### src/rtl/usr_pkg.sv
// usr_pkg: shared definitions for the universal shift register.
// Holds the command encodings, the FSM state encoding and the op-class decode.
package usr_pkg;

  typedef enum logic [2:0] {
    OP_NOP  = 3'b000,
    OP_SHR  = 3'b001,
    OP_SHL  = 3'b010,
    OP_LOAD = 3'b011,
    OP_ROR  = 3'b100,
    OP_ROL  = 3'b101,
    OP_ASR  = 3'b110,
    OP_CLR  = 3'b111
  } op_e;

  typedef enum logic [0:0] {
    ST_IDLE  = 1'b0,
    ST_SHIFT = 1'b1
  } state_e;

  // Bit k set means op encoding k is a shift/rotate that honours shamt.
  // NOP, LOAD and CLR are single-edge commands that ignore shamt.
  localparam logic [7:0] OP_SHIFT_MASK = 8'b0111_0110;

  function automatic logic op_is_shift(input logic [2:0] op);
    return OP_SHIFT_MASK[op];
  endfunction

endpackage

### src/rtl/usr_if.sv
// usr_if: command/result bundle of the universal shift register.
// master drives commands (bench or upstream logic), slave is the register.
interface usr_if #(
  parameter int WIDTH = 8
) ();
  localparam int SHW = $clog2(WIDTH + 1);

  logic             op_valid;
  logic             op_ready;
  logic [2:0]       op;
  logic [SHW-1:0]   shamt;
  logic [WIDTH-1:0] d;
  logic             sin_l;
  logic             sin_r;
  logic [WIDTH-1:0] q;
  logic             busy;
  logic             done;

  modport master (
    output op_valid, op, shamt, d, sin_l, sin_r,
    input  op_ready, q, busy, done
  );

  modport slave (
    input  op_valid, op, shamt, d, sin_l, sin_r,
    output op_ready, q, busy, done
  );

endinterface

### src/rtl/usr_step_unit.sv
// usr_step_unit: combinational single-position step of the shift register.
// Non-shift ops pass q through unchanged.
module usr_step_unit
  import usr_pkg::*;
#(
  parameter int WIDTH = 8
) (
  input  logic [WIDTH-1:0] q_i,
  input  logic [2:0]       op_i,
  input  logic             sin_l_i,
  input  logic             sin_r_i,
  output logic [WIDTH-1:0] q_o
);

  // One step of the selected shift/rotate; serial fills come in live.
  always_comb begin
    q_o = q_i;
    case (op_i)
      OP_SHR:  q_o = {sin_l_i, q_i[WIDTH-1:1]};
      OP_SHL:  q_o = {q_i[WIDTH-2:0], sin_r_i};
      OP_ROR:  q_o = {q_i[0], q_i[WIDTH-1:1]};
      OP_ROL:  q_o = {q_i[WIDTH-2:0], q_i[WIDTH-1]};
      OP_ASR:  q_o = {q_i[WIDTH-1], q_i[WIDTH-1:1]};
      default: q_o = q_i;
    endcase
  end

endmodule

### src/rtl/usr_param.sv
// usr_param: parametrised universal shift register with valid/ready commands.
// Build option: define USR_BARREL_EN for single-edge N-position barrel shifts;
// default build steps one bit per cycle under a two-state FSM.
module usr_param
  import usr_pkg::*;
#(
  parameter int WIDTH = 8
) (
  input  logic clk,
  input  logic reset,
  usr_if.slave bus
);

  localparam int SHW = $clog2(WIDTH + 1);

  logic [WIDTH-1:0] q_q, q_d;
  logic             done_q, done_d;
  logic             ready;
  logic             accept;
  logic             is_shift;
  logic [SHW-1:0]   n_eff;

  // Amounts beyond the register width behave exactly like WIDTH.
  assign n_eff    = (bus.shamt > SHW'(WIDTH)) ? SHW'(WIDTH) : bus.shamt;
  assign is_shift = op_is_shift(bus.op);
  assign accept   = bus.op_valid && ready;

  assign bus.q        = q_q;
  assign bus.done     = done_q;
  assign bus.op_ready = ready;

`ifdef USR_BARREL_EN

  function automatic logic [WIDTH-1:0] barrel_shift(
    input logic [WIDTH-1:0] v,
    input logic [2:0]       op,
    input logic [SHW-1:0]   n,
    input logic             sl,
    input logic             sr
  );
    logic [2*WIDTH-1:0] wide;
    logic [WIDTH-1:0]   res;
    wide = '0;
    res  = v;
    case (op)
      OP_SHR: begin
        wide = {{WIDTH{sl}}, v} >> n;
        res  = wide[WIDTH-1:0];
      end
      OP_SHL: begin
        wide = {v, {WIDTH{sr}}} << n;
        res  = wide[2*WIDTH-1:WIDTH];
      end
      OP_ROR: begin
        wide = {v, v} >> n;
        res  = wide[WIDTH-1:0];
      end
      OP_ROL: begin
        wide = {v, v} << n;
        res  = wide[2*WIDTH-1:WIDTH];
      end
      OP_ASR: begin
        wide = {{WIDTH{v[WIDTH-1]}}, v} >> n;
        res  = wide[WIDTH-1:0];
      end
      default: res = v;
    endcase
    return res;
  endfunction

  assign ready    = 1'b1;
  assign bus.busy = 1'b0;

  // Every command, shifts included, resolves at its accept edge.
  always_comb begin
    q_d    = q_q;
    done_d = 1'b0;
    if (accept) begin
      done_d = 1'b1;
      if (is_shift) begin
        q_d = barrel_shift(q_q, bus.op, n_eff, bus.sin_l, bus.sin_r);
      end else if (bus.op == OP_LOAD) begin
        q_d = bus.d;
      end else if (bus.op == OP_CLR) begin
        q_d = '0;
      end
    end
  end

`else

  localparam logic [0:0] S_IDLE  = ST_IDLE;
  localparam logic [0:0] S_SHIFT = ST_SHIFT;

  logic [0:0]       state_q, state_d;
  logic [SHW-1:0]   cnt_q, cnt_d;
  logic [2:0]       op_q, op_d;
  logic [2:0]       step_op;
  logic [WIDTH-1:0] step_q;

  assign ready    = (state_q == S_IDLE);
  assign bus.busy = (state_q == S_SHIFT);

  // While idle the step unit sees the incoming op; afterwards the held one.
  assign step_op = ready ? bus.op : op_q;

  usr_step_unit #(
    .WIDTH (WIDTH)
  ) u_step (
    .q_i     (q_q),
    .op_i    (step_op),
    .sin_l_i (bus.sin_l),
    .sin_r_i (bus.sin_r),
    .q_o     (step_q)
  );

  // Next-state: accept in IDLE, one step per cycle in SHIFT until cnt hits 1.
  always_comb begin
    q_d     = q_q;
    done_d  = 1'b0;
    state_d = state_q;
    cnt_d   = cnt_q;
    op_d    = op_q;
    if (state_q == S_IDLE) begin
      if (accept) begin
        done_d = 1'b1;
        if (is_shift) begin
          if (n_eff != '0) begin
            q_d = step_q;
          end
          if (n_eff >= SHW'(2)) begin
            state_d = S_SHIFT;
            cnt_d   = n_eff - SHW'(1);
            op_d    = bus.op;
            done_d  = 1'b0;
          end
        end else if (bus.op == OP_LOAD) begin
          q_d = bus.d;
        end else if (bus.op == OP_CLR) begin
          q_d = '0;
        end
      end
    end else begin
      q_d   = step_q;
      cnt_d = cnt_q - SHW'(1);
      if (cnt_q == SHW'(1)) begin
        state_d = S_IDLE;
        done_d  = 1'b1;
      end
    end
  end

  // FSM state and remaining-step counter; reset aborts any shift in flight.
  always_ff @(posedge clk or negedge reset) begin
    if (!reset) begin
      state_q <= S_IDLE;
      cnt_q   <= '0;
    end else begin
      state_q <= state_d;
      cnt_q   <= cnt_d;
    end
  end

  // Held op of the shift in progress; only meaningful while in SHIFT.
  always_ff @(posedge clk) begin
    op_q <= op_d;
  end

`endif

  // Register contents and the one-cycle completion pulse.
  always_ff @(posedge clk or negedge reset) begin
    if (!reset) begin
      q_q    <= '0;
      done_q <= 1'b0;
    end else begin
      q_q    <= q_d;
      done_q <= done_d;
    end
  end

endmodule

### src/flat_wrapper.sv
// flat-port wrapper written by rule: the top's interface ports become plain ports
module usr_param_flat import usr_pkg::*;
#(
  parameter int WIDTH = 8
)
  (clk, reset, bus_op_valid, bus_op, bus_shamt, bus_d, bus_sin_l, bus_sin_r, bus_op_ready, bus_q, bus_busy, bus_done);
  usr_if #(.WIDTH(WIDTH)) bus_i ();
  input  logic clk;
  input  logic reset;
  input wire logic [$bits(bus_i.op_valid)-1:0] bus_op_valid;
  input wire logic [$bits(bus_i.op)-1:0] bus_op;
  input wire logic [$bits(bus_i.shamt)-1:0] bus_shamt;
  input wire logic [$bits(bus_i.d)-1:0] bus_d;
  input wire logic [$bits(bus_i.sin_l)-1:0] bus_sin_l;
  input wire logic [$bits(bus_i.sin_r)-1:0] bus_sin_r;
  output wire logic [$bits(bus_i.op_ready)-1:0] bus_op_ready;
  output wire logic [$bits(bus_i.q)-1:0] bus_q;
  output wire logic [$bits(bus_i.busy)-1:0] bus_busy;
  output wire logic [$bits(bus_i.done)-1:0] bus_done;
  assign bus_i.op_valid = bus_op_valid;
  assign bus_i.op = bus_op;
  assign bus_i.shamt = bus_shamt;
  assign bus_i.d = bus_d;
  assign bus_i.sin_l = bus_sin_l;
  assign bus_i.sin_r = bus_sin_r;
  assign bus_op_ready = bus_i.op_ready;
  assign bus_q = bus_i.q;
  assign bus_busy = bus_i.busy;
  assign bus_done = bus_i.done;
  usr_param #(.WIDTH(WIDTH)) u_core (.clk(clk), .reset(reset), .bus(bus_i));
endmodule
### config.mk
export PLATFORM = sky130hd
export DESIGN_NAME = usr_param_flat
export DESIGN_NICKNAME = d
export VERILOG_FILES = /design/src/rtl/usr_pkg.sv /design/src/rtl/usr_if.sv /design/src/rtl/usr_step_unit.sv /design/src/rtl/usr_param.sv /design/src/flat_wrapper.sv
export SDC_FILE = /design/constraint.sdc
export NUM_CORES = 1
export LEC_CHECK = 0
export ABC_AREA = 1
export CORE_MARGIN = 4
export CORE_UTILIZATION = 25
export CTS_BUF_LIST = sky130_fd_sc_hd__clkbuf_8
export CTS_CLUSTER_SIZE = 8
export DETAILED_ROUTE_END_ITERATION = 10
export GPL_TIMING_DRIVEN = 1
export PLACE_DENSITY_LB_ADDON = 0.05
export SYNTH_ARGS = -nofsm -noshare
export SYNTH_HDL_FRONTEND = slang
export SYNTH_SLANG_ARGS = --single-unit
### constraint.sdc
create_clock -name clk -period 1.59 [get_ports clk]
set_clock_uncertainty 0.1 [all_clocks]
set_input_delay 0.159 -clock clk [delete_from_list [all_inputs] [get_ports clk]]
set_output_delay 0.159 -clock clk [all_outputs]
set_load 0.01 [all_outputs]
==> impl_metrics.ini, run 1 <==
[run_status]
status = complete, no violations

[clock_network]
insertion_delay_ns = 0.26
cts_tree = built
cts.sinks = 17
root_buffer = clkbuf_8
numCtsBuffers = 3
holdBufCountCts = 0
path_clk_slew_ns = 0.07
clock_path_buffers = 2
cts-htree-levels = 1

[grt]
grt_pass1_wl_um = 7170
grt_usage_pct = 12.5
grt_max_degree = 17
antenna_found_initial = 0
gr-total-overflow = 0
grt_pass1_vias = 1493

[drt]
dr_wl_met2_um = 2070
postRouteAntennaNets = 0
avgViaCountPerCell = 4.38
drc_errors = 0
routed_wl_um = 4300
dr_wl_met3_um = 98
dr.pass1.iters = 4
drtIter0Drc = 82
avgRoutedWirePerCell_um = 12.6
routed.top_layer = met4
num_vias = 1497
wirelength_met1_um = 2080

[layout]
n_antenna_cell = 0
final_area_mm2 = 0.00226
drive_gt1_share_pct = 32.6
area_growth_pct = 58.1
fin_nets = 297

[worst_setup_path]
path_cells = clkdlybuf4s50_1
cp_data_arrival_time_ns = 1.30
startpoint_type = register
worstPathBufferInverterCount = 1
critical_path_required_ns = 1.33
critical-path-top-delay-family = buffers and inverters
slowest_delay_ns = 0.58
critPathKind = reg2out
cp_max_fo = 6
slowest_stage = clkdlybuf4s50_1
end_kind = output port

[die]
die_width_um = 83.6
num_rows = 27
ios = 31
start_util_pct = 25.9
dieHeight_um = 83.6
die_area_mm2 = 0.00698
core_mm2 = 0.00551

[logic_synthesis]
ys_types = 27
avgSynthCellArea_um2 = 6.80
ys_seq_area_share_pct = 30.9
netlist_instances = 210
syn_area_mm2 = 0.00143
synth_seq_cells = 17
synth_nets = 236
yosys_warnings = 0

[sta]
hold_ws_ns = 0.115
hold_viol = 0
worstMarginPinSlew_ns = 0.454
setup-violations-final = 0
slew_headroom_pct = 69.7
rsz0062_at_grt = true
report.final.slew_viol_count = 0
fin_crit_ns = 1.55
final.period_utilization_pct = 97.8
fin_ws_ns = 0.0357
fmax_ghz = 0.643

[power]
p_leak_nw = 1.11
power_mw = 3.37
powerDensity_mw_per_mm2 = 1490
ir_worst_vdd_mv = 0.537

[placed_design]
dpl_cell_area_mm2 = 0.00193
dp_slack_ns = -0.436
io_buffers = 30
gp_routability_congestion = 0.723
hpwl_um = 2930

[worst_hold_path]
hp-class = in2async

[flow_run]
cap_violations = 0
final timing paths:
path | from | endpoint | slack, ns | depth (start not counted)
worst max-delay path | u_core.bus.q[7] | bus_q[7] | 0.04 | 1
worst min-delay path | reset | u_core.bus.q[6] | 0.12 | 2
worst max register to register | u_core.bus.busy | u_core.bus.q[6] | 0.04 | 10
worst min register to register | u_core.bus.q[2] | u_core.bus.q[2] | 0.47 | 2
max in group asynchronous | reset | u_core.cnt_q[0] | 1.09 | 2
min in group clk | bus_op[0] | u_core.op_q[0] | 0.28 | 2
power breakdown:
| part | leakage (nW) | switching [mW] | internal [mW] |
|---|---|---|---|
| clock network | 0.0269 | 0.164 | 0.172 |
| logic | 0.884 | 1.30 | 0.957 |
| registers | 0.202 | 0.169 | 0.609 |
synthesized netlist by cell type (all sizes together):
cell	count	area, um^2
buf	4	41.3
inv	27	101
xor2	3	26.3
nand4	3	18.8
nor2	20	77.6
a21oi	11	55.1
nor3	1	5.00
nand2	84	350
nand3	24	153
dfrtp	14	350
a21boi	2	15.0
ha	6	75.1
o21ai	4	23.8
edfxtp	3	90.1
o221ai	1	8.76
o211ai	3	36.3
area by class of cell:
class | instances | area, um^2
Fill cell | 591 | 3250
Multi-Input combinational cell | 163 | 1060
Timing Repair Buffer | 59 | 519
Sequential cell | 17 | 440
Inverter | 27 | 104
Tap cell | 72 | 90.1
Clock buffer | 3 | 41.3
Clock inverter | 1 | 3.75
repair_timing:
item	CTS	global route
resized for setup	19	49
pin swaps	13	21
endpoints found under the setup margin	18	16
setup buffers	7	1
gates cloned	1	0
hold endpoints to repair	0	0
cells in the final DEF, fill, tap and decap left out, drive strengths merged:
cell	n
a21boi	2
a21oi	11
buf	29
clkbuf	5
clkdlybuf4s50	22
dfrtp	14
dlygate4sd2	5
dlymetal6s2s	1
edfxtp	3
ha	6
inv	28
nand2	84
nand3	24
nand4	3
nor2	20
nor3	1
o211ai	4
o21ai	4
o221ai	1
xor2	3
routing by layer:
layer | up-vias | GRT usage, %
li1 | 789 | -
met2 | 20 | 20.1
met5 | - | 0
met3 | 4 | 1.97
met4 | 0 | 3.95
met1 | 684 | 17.2
cell families after synthesis:
kind of cell,count (synthesis),synth area share [%]
AO/OA/AOI/OAI,21,9.73
AND/OR/NAND/NOR,132,42.3
flip-flops,17,30.9
adder cells (fa/ha/maj),6,5.26
XOR/XNOR,3,1.84
buffers and inverters,31,9.99
per-stage QoR:
stage / instances / utilization, % / TNS [ns]
floorplan: 210 / - / 0
global route: 342 / 41.0 / -0.351
global placement: 329 / 35.1 / -5.59
detailed placement: 329 / 35.1 / -5.95
CTS: 341 / 37.6 / -0.00524
finish: 342 / 41.0 / 0
state kept, by name, summed over array words and instances, names as in the netlist:
register,cells
u_core.bus.busy,1
u_core.bus.done,1
u_core.bus.q,8
u_core.cnt_q,4
u_core.op_q,3
Power figures use the tool's default switching activity.
==> run 2, diff against run 1 <==
--- a/config.mk
+++ b/config.mk
@@ -13,6 +13,7 @@
 export DETAILED_ROUTE_END_ITERATION = 10
 export GPL_TIMING_DRIVEN = 1
 export PLACE_DENSITY_LB_ADDON = 0.05
+export SKIP_CTS_REPAIR_TIMING = 1
 export SYNTH_ARGS = -nofsm -noshare
 export SYNTH_HDL_FRONTEND = slang
 export SYNTH_SLANG_ARGS = --single-unit
==> constraint.sdc (replaced) <==
create_clock -name clk -period 1.75 [get_ports clk]
set_clock_uncertainty 0.1 [all_clocks]
set_input_delay 0.175 -clock clk [delete_from_list [all_inputs] [get_ports clk]]
set_output_delay 0.175 -clock clk [all_outputs]
set_load 0.01 [all_outputs]
==> impl_metrics.ini, run 2 (synthesis results as in run 1) <==
[grt]
met3_usage_pct = 1.78
antenna_found_initial = 0
gr-total-overflow = 0
grt_pass1_wl_um = 6510
grt_pass1_vias = 1353
use_met2_pct = 16.8
use_met1_pct = 16.4
grt_max_degree = 17
busiest_layer = met2
grt_usage_pct = 11.1

[die]
die_width_um = 83.6
dieHeight_um = 83.6
ios = 31
die_area_mm2 = 0.00698
core_mm2 = 0.00551
num_rows = 27
start_util_pct = 25.9

[run_status]
status = complete, no violations

[sta]
final.period_utilization_pct = 93.3
fin_crit_ns = 1.63
report.final.slew_viol_count = 0
slew_headroom_pct = 69.9
hold_viol = 0
worstMarginPinSlew_ns = 0.450
setup-violations-final = 0
fmax_ghz = 0.612

[layout]
final_common_cell = nand2_1
largest_reg_flops = 8
n_antenna_cell = 0
final_cell_mix = 66 x nand2_1, 23 x clkdlybuf4s50_1, 22 x inv_1
drive_gt1_share_pct = 24.3
area_growth_pct = 47.9
fin_nets = 290
final_util_pct = 38.4

[drt]
drtIter0Drc = 60
dr.pass1.iters = 4
avgViaCountPerCell = 4.41
routed_wl_um = 4090
num_vias = 1479
postRouteAntennaNets = 0
avgRoutedWirePerCell_um = 12.2
drc_errors = 0

[worst_setup_path]
critPathKind = reg2reg
end_kind = register
cp_max_fo = 7
critical_path_required_ns = 1.79
cp_data_arrival_time_ns = 1.68
startpoint_type = register

[placed_design]
io_buffers = 30
hpwl_um = 2940
gp_routability_congestion = 0.720

[clock_network]
cts_tree = built
root_buffer = clkbuf_8
insertion_delay_ns = 0.25
cts.sinks = 17
clock_path_buffers = 2
numCtsBuffers = 3
cts-htree-levels = 1
path_clk_slew_ns = 0.07

[power]
p_clk_share_pct = 10.5
p_int_mw = 1.52
power_switching_share_pct = 46.9
p_seq_share_pct = 25.0
p_switching_mw = 1.34
p_leak_nw = 1.09
ir_worst_vdd_mv = 0.512
p_comb_share_pct = 64.4
powerDensity_mw_per_mm2 = 1350
power_mw = 2.86

[worst_hold_path]
hp-class = in2async

[flow_run]
cap_violations = 0
run 2: metal layers:
layer | vias to the layer above | routed length, um
li1 | 777 | -
met1 | 681 | 2110
met2 | 15 | 1840
met3 | 6 | 102
met4 | 0 | 36
met5 | - | 0
run 2: metrics by stage:
| stage | instance area, um^2 | instances | hold slack, ns | setup WS (ns) | TNS (ns) |
|---|---|---|---|---|---|
| finish | 2110 | 335 | 0.135 | 0.117 | 0 |
| floorplan | 1430 | 210 | -0.221 | 0.283 | 0 |
| global route | 2110 | 335 | 0.144 | -0.00831 | -0.00831 |
| global placement | 1930 | 329 | 0.420 | -0.332 | -3.74 |
| detailed placement | 1930 | 329 | 0.421 | -0.313 | -3.60 |
| CTS | 1980 | 333 | 0.139 | -0.121 | -0.187 |
run 2: power groups by stage:
stage / combinational [mW] / sequential, mW / clock (mW)
floorplan: 1.11 / 0.722 / 0
global placement: 1.70 / 0.726 / 0
detailed placement: 1.69 / 0.724 / 0
CTS: 1.69 / 0.717 / 0.316
global route: 2.08 / 0.741 / 0.337
finish: 1.84 / 0.715 / 0.301
run 2: path summary, 6_finish.rpt:
path / from / end / slack (ns) / cells after the start
min in group clk: bus_op[0] / u_core.op_q[0] / 0.20 / 2
worst min-delay path: reset / u_core.bus.q[6] / 0.13 / 2
max in group asynchronous: reset / u_core.bus.busy / 1.21 / 2
worst max register to register: u_core.bus.busy / u_core.bus.q[6] / 0.12 / 10
worst max-delay path: u_core.bus.busy / u_core.bus.q[6] / 0.12 / 10
worst min register to register: u_core.bus.q[0] / u_core.bus.q[0] / 0.48 / 2
run 2: critical path, cell delays in order, from the launching register on:
cell	delay (ns)
dfrtp_2	0.45
buf_12	0.14
buf_4	0.14
nand2_2	0.08
nand2_4	0.08
nand3_1	0.12
nand3_4	0.14
nand2_1	0.09
nand3_1	0.08
nand2_1	0.06
nand2_1	0.05
run 2: cell type report:
type                            instances  area, um^2
Fill cell                             596        3390
Multi-Input combinational cell        163         933
Timing Repair Buffer                   52         495
Sequential cell                        17         442
Inverter                               27         106
Tap cell                               72        90.1
Clock buffer                            3        41.3
Clock inverter                          1        3.75
